**src/rtl/pc_pkg.sv**
```systemverilog
// Shared types and default sizing for the program-counter / fetch sequencer.
package pc_pkg;

  typedef enum logic [1:0] {
    IDLE = 2'd0,
    RUN  = 2'd1,
    HALT = 2'd2
  } pc_state_t;

  localparam int unsigned PC_D          = 10;
  localparam int unsigned PC_START_ADDR = 0;
  localparam int unsigned PC_CW         = 16;

endpackage

```
**src/rtl/pc_next_calc.sv**
```systemverilog
// Next-PC selection: absolute target, signed relative offset, or sequential +1.
module pc_next_calc #(
  parameter int unsigned D = 10
) (
  input  logic [D-1:0] prog_ctr,
  input  logic [D-1:0] target,
  input  logic         abs_jump_en,
  input  logic         rel_jump_en,
  output logic [D-1:0] next_pc
);

  // Two's-complement offset and unsigned mod-2**D add are the same D-bit sum.
  always_comb begin
    next_pc = prog_ctr + D'(1);
    if (abs_jump_en) begin
      next_pc = target;
    end else if (rel_jump_en) begin
      next_pc = prog_ctr + target;
    end
  end

endmodule

```
**src/rtl/prog_ctr_fsm.sv**
```systemverilog
// Program counter with start/halt sequencing and a saturating retired-instruction
// counter; prog_ctr addresses instruction memory.
//
//   state | meaning
//   IDLE  | out of reset, fetch gated, waiting for start
//   RUN   | fetching; PC advances on every non-stalled edge
//   HALT  | halt instruction retired, PC frozen, waiting for start
module prog_ctr_fsm
  import pc_pkg::*;
#(
  parameter int unsigned D          = PC_D,
  parameter int unsigned START_ADDR = PC_START_ADDR,
  parameter int unsigned CW         = PC_CW
) (
  input  logic          clk,
  input  logic          reset,
  input  logic          start,
  input  logic          stall,
  input  logic          abs_jump_en,
  input  logic          rel_jump_en,
  input  logic          halt_req,
  input  logic [D-1:0]  target,
  output logic [D-1:0]  prog_ctr,
  output logic          running,
  output logic          done,
  output logic [CW-1:0] retired
);

  localparam logic [D-1:0] START_PC = D'(START_ADDR);

  pc_state_t      state_q, state_d;
  logic [D-1:0]   pc_q, pc_d;
  logic [CW-1:0]  retired_q, retired_d;
  logic           running_q, running_d;
  logic           done_q, done_d;
  logic [D-1:0]   next_pc;

  pc_next_calc #(.D(D)) u_next (
    .prog_ctr    (pc_q),
    .target      (target),
    .abs_jump_en (abs_jump_en),
    .rel_jump_en (rel_jump_en),
    .next_pc     (next_pc)
  );

  always_ff @(posedge clk or posedge reset) begin
    if (reset) begin
      state_q   <= IDLE;
      pc_q      <= START_PC;
      retired_q <= '0;
      running_q <= 1'b0;
      done_q    <= 1'b0;
    end else begin
      state_q   <= state_d;
      pc_q      <= pc_d;
      retired_q <= retired_d;
      running_q <= running_d;
      done_q    <= done_d;
    end
  end

  always_comb begin
    state_d   = state_q;
    pc_d      = pc_q;
    retired_d = retired_q;
    case (state_q)
      RUN: begin
        if (!stall) begin
          if (retired_q != '1) begin
            retired_d = retired_q + CW'(1);
          end
          // Halt retires in place; any jump presented alongside it is dropped.
          if (halt_req) begin
            state_d = HALT;
          end else begin
            pc_d = next_pc;
          end
        end
      end
      IDLE, HALT: begin
        if (start) begin
          state_d   = RUN;
          pc_d      = START_PC;
          retired_d = '0;
        end
      end
      default: begin
        state_d = IDLE;
      end
    endcase
    // Status flags register the decode of the next state so they track state_q.
    running_d = (state_d == RUN);
    done_d    = (state_d == HALT);
  end

  assign prog_ctr = pc_q;
  assign running  = running_q;
  assign done     = done_q;
  assign retired  = retired_q;

  // abs+rel together is legal; it is tracked here to confirm abs takes precedence.
  assert property (@(posedge clk) disable iff (reset)
    (state_q == RUN && !stall && !halt_req && abs_jump_en && rel_jump_en)
      |=> (pc_q == $past(target)));

  assert property (@(posedge clk) disable iff (reset) !(running_q && done_q));

endmodule

```
**config.mk**
```make
export PLATFORM = sky130hd
export DESIGN_NAME = prog_ctr_fsm
export DESIGN_NICKNAME = d
export VERILOG_FILES = /design/src/rtl/pc_pkg.sv /design/src/rtl/pc_next_calc.sv /design/src/rtl/prog_ctr_fsm.sv
export SDC_FILE = /design/constraint.sdc
export NUM_CORES = 1
export LEC_CHECK = 0
export ABC_AREA = 1
export BUFFER_PORTS_ARGS = -buffer_cell sky130_fd_sc_hd__buf_4
export CAP_MARGIN = 20
export CORE_MARGIN = 2
export CORE_UTILIZATION = 25
export CTS_CLUSTER_DIAMETER = 200
export DETAILED_ROUTE_END_ITERATION = 12
export GPL_TIMING_DRIVEN = 0
export MAX_ROUTING_LAYER = met4
export PLACE_DENSITY = 0.48
export SYNTH_ARGS = -nofsm -noshare
export SYNTH_HDL_FRONTEND = slang
export SYNTH_SLANG_ARGS = --single-unit
```
**constraint.sdc**
```tcl
create_clock -name clk -period 3 [get_ports clk]
set_input_delay 0.15 -clock clk [delete_from_list [all_inputs] [get_ports clk]]
set_output_delay 0.15 -clock clk [all_outputs]
set_load 0.1 [all_outputs]
```
# == Yosys cells after proc, flatten, opt, wreduce, memory -nomap -nowiden ==
# Index checks and enable logic that the tools add are counted.
# word_totals
memories,0
ff_bits,30
input_bits,17
latch_bits,0
elab_cells,36
ram_bits,0
output_inout_bits,28
rom_bits,0
# op_classes
muxes,14
n_shift,0
n_bitwise,0
mul,0
n_eq_ne,9
addsub,3
n_reduce_logical,5
magnitude_cmp,0
n_div,0
# ops
cell,n
2-to-1 mux 10 bit,5
2-to-1 mux 16 bit,3
one-hot mux 16 bit (2 select lines),1
one-hot mux 10 bit (2 select lines),1
adder 16 x 1 -> 16 bit (second input constant),1
!= test 16 bit (second input constant),1
adder 10 x 1 -> 10 bit (second input constant),1
adder 10 bit,1
!= test 2 bit (second input constant),4
AND reduction 4 bit,2
2-to-1 mux 2 bit,3
equality test 2 x 1 -> 1 bit (second input constant),2
equality test 2 bit (second input constant),2
one-hot mux 2 bit (2 select lines),1
zero test 2 bit,1
nonzero test 2 bit,1
OR reduction 2 bit,1

# == Depth between registers and ports, before layout ==
# Gate-level depths: netlist of the first run.
# depth
depth_word,6
depth_mapped,14
depth_no_buf,14

# == Cells and area by module ==
# From an unflattened synthesis of the first run, not the netlist that was laid out.
# hier_totals
cells_unflattened,334
area_unflattened_um2,2272.2
# by_module_without_submodules
module,cells_each,area_each_um2,n_inst,seq_area_each_um2
prog_ctr_fsm,207,1629.1,1,750.7
pc_next_calc,127,643.1,1,0.0

# == Worst setup path before layout of the first run ==
# No wires, ideal clock.
# synth_path
path_type,flip-flop to flip-flop
startpoint,"register retired_q[0], in the netlist retired[0]"
endpoint,"register retired_q[14], in the netlist retired[14]"
slack_ns,0.726
path_stages_with_launch,9
path_buffers,1
required_ns,2.917
setup_time_ns,0.083
arrival_ns,2.191
period_less_slack_ns,2.274
cell_sequence,dfrtp_1 -> ha_1 -> nand3_4 -> nor3_4 -> nand4_2 -> nand3_4 -> buf_6 -> nand2_1 -> o21ai_0
# synth_between
elab_chain_cells,4
elab_cells_between_ends,7
classes_between,add/sub (1); eq/ne (2); mux (3); reduce/logical (1)
# synth_rtl
item,line_no,rtl
"start, declared",prog_ctr_fsm.sv:33,"logic [CW-1:0] retired_q, retired_d;"
"start signal, assigned",prog_ctr_fsm.sv:56,retired_q <= retired_d;
adder 16 x 1 -> 16 bit,prog_ctr_fsm.sv:70,retired_d = retired_q + CW'(1);
2-to-1 mux 16 bit,prog_ctr_fsm.sv:69,if (retired_q != '1) begin
2-to-1 mux 16 bit,prog_ctr_fsm.sv:68,if (!stall) begin
one-hot mux 16 bit (2 select lines),prog_ctr_fsm.sv:66,case (state_q)
# Parallel ways exist; a longest one is shown, timed or not. The select of a mux whose other input is x is not followed.
# A chain may end at the register's enable or synchronous reset.

# == Worst setup path after layout of the first run ==
# layout_path
startpoint,"register pc_q[0], in the netlist prog_ctr[0]"
endpoint,"register pc_q[6], in the netlist prog_ctr[6]"
# layout_between
elab_chain_cells,6
elab_cells_between_ends,7
classes_between,add/sub (2); mux (5)
# layout_rtl
item,line_no,rtl
"start, declared",prog_ctr_fsm.sv:32,"logic [D-1:0] pc_q, pc_d;"
"start signal, assigned",prog_ctr_fsm.sv:55,pc_q <= pc_d;
adder 10 x 1 -> 10 bit or adder 10 bit (tied branches),"pc_next_calc.sv:14, pc_next_calc.sv:18",
2-to-1 mux 10 bit *,pc_next_calc.sv:17,end else if (rel_jump_en) begin
2-to-1 mux 10 bit *,pc_next_calc.sv:15,if (abs_jump_en) begin
2-to-1 mux 10 bit *,prog_ctr_fsm.sv:73,if (halt_req) begin
2-to-1 mux 10 bit *,prog_ctr_fsm.sv:68,
one-hot mux 10 bit (2 select lines) *,prog_ctr_fsm.sv:66,
# Every way passes the cells marked *; elsewhere a longest branch is shown, timed or not. The select of a mux whose other input is x is not followed.

==> metrics, run 1 <==
status finished clean; max-slew violations 0; CP Data Required Time 3.18 ns; final setup fails 0; hold_buf cts 1; Hold Crit Depth 3; drt wl/cell approximately 12 um; syn nets 360; crit path kind reg -> reg; initial antenna violation count 0; Max-Cap Viols 0; worst ir drop on vdd 0.365 mV; clock skew 0.0101 ns; Worst Hold Class in -> reg; largest net degree at the start of global routing 17; clock-pin slew on the worst setup and hold paths 0.08 ns; ANT nets after route 0; Synth top area share 0.332; Setup Total Neg Slack 0 ns; Cell Chain, Critical Path ha_1 > fa_1 > nand2_1 > inv_1 > nand2_1 > nand2_1 > nand3_1 > nand2_1 > nand2_1 > nand3_1 > nand2_1 > nand2_1; clock latency on the worst-skew pair between 0.2 and 0.3 ns; most used cell, CP nand2_1; Via density 4.47; power consumption between 2 and 2.5 mW; asr flop ratio synth 1.00; # clock sinks 30; count of cell types in the netlist 32; final-report hold violation count 0; I/O pin total 45; Power Density 832 nW/um^2; synth warn 0; clk buf depth 2; ys flop type dfrtp_1; maximum clock rate between 0.5 and 0.6 GHz; Port-buffer cells 43; drt pass-1 iters 4; FP Rows 34; largest cells by area after synthesis dfrtp_1 (33%), nand2_1 (20%), nor2_1 (6.1%); Cells after Synth about 330; Pleak approximately 1.5 nW; cell taking the most area after synthesis dfrtp_1; nets 412; RSZ-0062 raised after global routing no; via count about 2200; register bit total from synthesis 30; Starting Density 0.258; Critical Path AT 2.06 ns; fin crit share 0.628; Total GRT Usage 0.132; cell area after synthesis 2260 um^2; CTS Buf Count 5; critical path launch point type flip-flop; die height 99.1 um; worst-margin pin slew 0.732 ns; ANT cells 0; core area 8760 um^2; Placed Cells 484; fin cells 493; clock tree from TritonCTS done; post-synthesis sequential area ratio 0.332; Total Wirelength 6000 um; synthesized area per cell 6.81 um^2; Post-route DRC 0; Final HPWL DP 4520 um; Stages on worst setup path 12; slowest cell on the critical path dfrtp_1; CP Buf/Inv Count 1; vias in the first global route 2163; total gr overflow 0; delay-heaviest family, CP simple AND/OR/NAND/NOR gates; first-pass GRT wire length 10300 um; Setup crit end kind flip-flop; CTS H-tree lvls 2; worst-path fanout max 3; Max stage delay on crit path ~0.41 ns; Post-CTS Setup Inserts 0; RePlAce Congestion 0.807; Slew Limit Headroom 0.512; Post-synth EDFFs 0; Die ar. 9820 um^2; Layout area overhead 26.7%; Die X 99.1 um; root buf cell clkbuf_8; Final Critical Period 1.88 ns; fraction of layout cells with a size suffix above 1 0.187; cts repair resizes 0; cells on worst reg2reg path 12; DR iter-0 viols 74
## per-layer routing
layer / routed length [um] / GRT usage / part of all wire
met1: 2860 / 0.165 / 0.48
met2: 2860 / 0.225 / 0.48
met3: 230 / 0.0246 / 0.038
met4: 45 / 0.0285 / 0.0075
met5: 0 / - / 0
## registers in the layout, indices dropped and copies added, names as in the netlist
name	flops
state_q	2
retired	16
running	1
prog_ctr	10
done	1
## area by class of cell
| type | instances | area (um^2) |
|---|---|---|
| Clock inverter | 3 | 40.0 |
| Timing Repair Buffer | 45 | 360 |
| Clock buffer | 5 | 68.8 |
| Inverter | 37 | 139 |
| Buffer | 6 | 45.0 |
| Multi-Input combinational cell | 259 | 1330 |
| Sequential cell | 30 | 751 |
| Fill cell | 963 | 5900 |
| Tap cell | 108 | 135 |
## layout by cell type (no fill, tap or decap), drive strengths merged
master       count
xor2             6
ha              10
xnor2            1
nor3             7
buf             47
clkinv           3
bufinv           1
o21a             1
o21bai           2
a21oi            8
mux2i            1
a21o             1
clkbuf           8
dfrtp           30
nand2          119
nand3           29
or2              5
o21ai           24
dlygate4sd3      1
fa               1
nand4            6
nor2            37
inv             36
nand3b           1
## final timing paths
check | startpoint | to | slack, ns
worst max-delay path | prog_ctr[0] | prog_ctr[6] | 1.12
worst min-delay path | start | state_q[0] | 0.1
worst max register to register | prog_ctr[0] | prog_ctr[6] | 1.12
worst min register to register | prog_ctr[9] | prog_ctr[9] | 0.50
max in group asynchronous | reset | retired[1] | 1.91
min in group asynchronous | reset | done | 0.54
## worst register-to-register path: stages, from the launching register on
cell     delay [ns]
dfrtp_1        0.41
ha_1           0.26
fa_1           0.39
nand2_1        0.08
inv_1          0.05
nand2_1        0.05
nand2_1        0.11
nand3_1        0.12
nand2_1        0.07
nand2_1        0.07
nand3_1        0.06
nand2_1        0.08
nand2_1        0.04
## stage by stage
step           setup slack (ns)  instance area, um^2  hold slack (ns)  utilization
2_1_floorplan             0.726                 2260            0.241            -
3_3_place_gp              0.859                 2720            0.396        0.310
3_5_place_dp              0.845                 2750            0.327        0.313
4_1_cts                    1.10                 2870            0.103        0.327
5_1_grt                   0.901                 2870            0.121        0.327
6_report                   1.12                 2870           0.0992        0.327
## cell families after synthesis
group / Yosys count / share of synthesized area
simple gates: 204 / 0.397
flops: 30 / 0.332
compound gates: 36 / 0.0941
mux: 1 / 0.00443
fa+ha+maj: 11 / 0.0642
buf+inv: 43 / 0.0813
xor+xnor: 7 / 0.0271
## report_power, final
group | leakage (nW) | internal [mW] | switching, mW
Clock | 0.0579 | 0.245 | 0.178
Sequential | 0.402 | 0.490 | 0.0811
Combinational | 1.04 | 0.350 | 1.04
## cells in the mapped netlist (2+ instances only)
library cell,instances
a21oi_1,8
clkbuf_1,3
dfrtp_1,30
ha_1,10
inv_1,36
nand2_1,118
nand3_1,27
nand3_4,2
nand4_1,5
nor2_1,37
nor3_1,4
nor3_2,2
o21ai_0,16
o21ai_1,2
o21ai_2,6
o21bai_1,2
or2_2,4
xor2_1,6
Power figures use the tool's default switching activity.
==> inputs of run 2 (changes only) <==
PLACE_DENSITY = 0.49   (was 0.48)
clock period = 1.6 ns   (was 3 ns; I/O delays follow)
==> run 2 against run 1 <==
The flow now finishes with violations (negative setup slack). Final cell count up 3.4%. Highest routed layer unchanged. Largest power group unchanged. Utilization up 7.0 points. Clock skew up 0.0046 ns. Critical endpoint unchanged. Critical path depth unchanged.
==> metrics, run 2 (synthesis gave the netlist of run 1 again) <==
status complete, but fails checks; failing checks negative setup slack; Max-Cap Viols 0 (unchanged); fillers 922 (-4.3%); ANT cells 0 (unchanged); critical path launch point type flip-flop; via count 2316 (+5.0%); Place WS -0.401 ns (-1.25 ns); largest net degree at the start of global routing 22 (+5); final-report hold violation count 0 (unchanged); worst ir drop on vdd 0.653 mV (+79%); nets 429 (+4.1%); commonest non-fill, non-tap cell in the layout nand2_1; I/O pin total 45 (unchanged); initial antenna violation count 0 (unchanged); Port-buffer cells 43 (unchanged); Layout area overhead 53.8%; Final HPWL DP 4730 um (+4.6%); clock latency on the worst-skew pair 0.29 ns (about the same); fraction of layout cells with a size suffix above 1 0.448 (+0.261); maximum clock rate 0.571 GHz (+7.5%); first-pass GRT wire length 10800 um (+5.3%); clock skew 0.0146 ns (+0.00457 ns); final hold slack 0.0487 ns (-0.0505 ns); Die X 99.1 um (unchanged); Worst Hold Class in -> reg; post-placement cell area 2980 um^2 (+8.4%); final setup fails 5 (+5); number of flip-flops in the largest register 16 (unchanged); Slew Limit Headroom 0.645 (+0.134); RSZ-0062 raised after global routing yes; clock tree from TritonCTS done; DR iter-0 viols 46 (-38%); fin util 0.397 (+0.0698); vias in the first global route 2271 (+5.0%); CP Data Required Time 1.78 ns (-1.40 ns); fin area 3480 um^2 (+21%); Total GRT Usage 0.142 (+0.00952); Die ar. 9820 um^2 (unchanged); CTS H-tree lvls 2 (unchanged); drt wl/cell 13.2 um (+8.7%); setup ws final -0.152 ns (-1.27 ns); commonest cells after routing, fill and taps aside nand2_1 (85), buf_4 (54), nor2_1 (35); CTS Buf Count 5 (unchanged); Final Critical Period 1.75 ns (-0.131 ns); Via density 4.54 (+1.5%); FP Rows 34 (unchanged); crit path kind reg -> reg; drt pass-1 iters 4 (unchanged); worst-margin pin slew 0.532 ns (-0.200 ns); max-slew violations 0 (unchanged); RePlAce Congestion 0.867 (+7.5%); Critical Path AT 1.93 ns (-0.13 ns); Power Density 1530 nW/um^2 (+84%); worst-path fanout max 3 (unchanged); root buf cell clkbuf_8; core area 8760 um^2 (unchanged); # clock sinks 30 (unchanged); Total Wirelength 6740 um (+12%); clock-pin slew on the worst setup and hold paths 0.08 ns (about the same); clk buf depth 2 (unchanged); power consumption 5.31 mW (+120%); Pleak 1.67 nW (+12%); fin crit share 1.10 (+0.467); die height 99.1 um (unchanged); Post-route DRC 0 (unchanged); total gr overflow 0 (unchanged); Starting Density 0.258 (unchanged); Setup crit end kind flip-flop; ANT nets after route 0 (unchanged)
==> run 2: path summary, 6_finish.rpt <==
kind | depth (start not counted) | startpoint | slack (ns) | endpoint
min in group asynchronous | 3 | reset | 0.38 | prog_ctr[7]
max reg2reg | 12 | prog_ctr[0] | -0.15 | prog_ctr[6]
min reg2reg | 2 | retired[14] | 0.54 | retired[14]
min | 3 | start | 0.05 | running
max | 12 | prog_ctr[0] | -0.15 | prog_ctr[6]
max in group asynchronous | 4 | reset | 0.71 | prog_ctr[5]
==> run 2: per-stage QoR <==
step	TNS (ns)	instances
final	-0.382	510
after global routing	-1.62	510
after CTS	-0.882	504
after detailed placement	-2.53	484
after global placement	-2.29	483
after floorplan	-2.69	332
==> run 2: power by group <==
group          switching (mW)  internal, mW  leakage (nW)
Clock                   0.337         0.346        0.0472
Sequential              0.177         0.986         0.360
Combinational            2.29          1.18          1.26
Total                    2.80          2.51          1.67
==> run 2: worst max-delay path: stages (launching register included) <==
cell,delay (ns)
dfrtp_4,0.49
ha_4,0.17
fa_2,0.33
nand2_1,0.08
inv_2,0.04
nand2_2,0.06
nand2_4,0.06
nand3_2,0.09
nand2_1,0.05
nand2_1,0.06
nand3_1,0.06
nand2_1,0.09
nand2_1,0.04
==> run 2: final cells by class <==
class                      instances  area [um^2]  area share
buffer                             6         53.8      0.0155
clock buffer                       6         82.6      0.0237
clock inverter                     2         12.5     0.00360
inverter                          37          160      0.0461
multi-input combinational        260         1680       0.484
sequential                        30          825       0.237
tap                              108          135      0.0389
timing repair buffer              61          526       0.151
==> run 2: per-layer routing <==
metal / global-route usage / vias to the layer above / wire length (um)
met2: 0.240 / 41 / 3340
li1: - / 1200 / -
met4: 0.0390 / 0 / 74
met1: 0.175 / 1065 / 3160
met5: - / - / 0
met3: 0.0246 / 10 / 167
==> run 2: timing repair <==
item,in CTS,in global routing
gates cloned,1,2
setup endpoints to repair,26,26
setup buffers,10,5
hold endpoints to repair,9,0
gates resized for setup,20,46
pin swaps,8,17
hold buffers,1,0
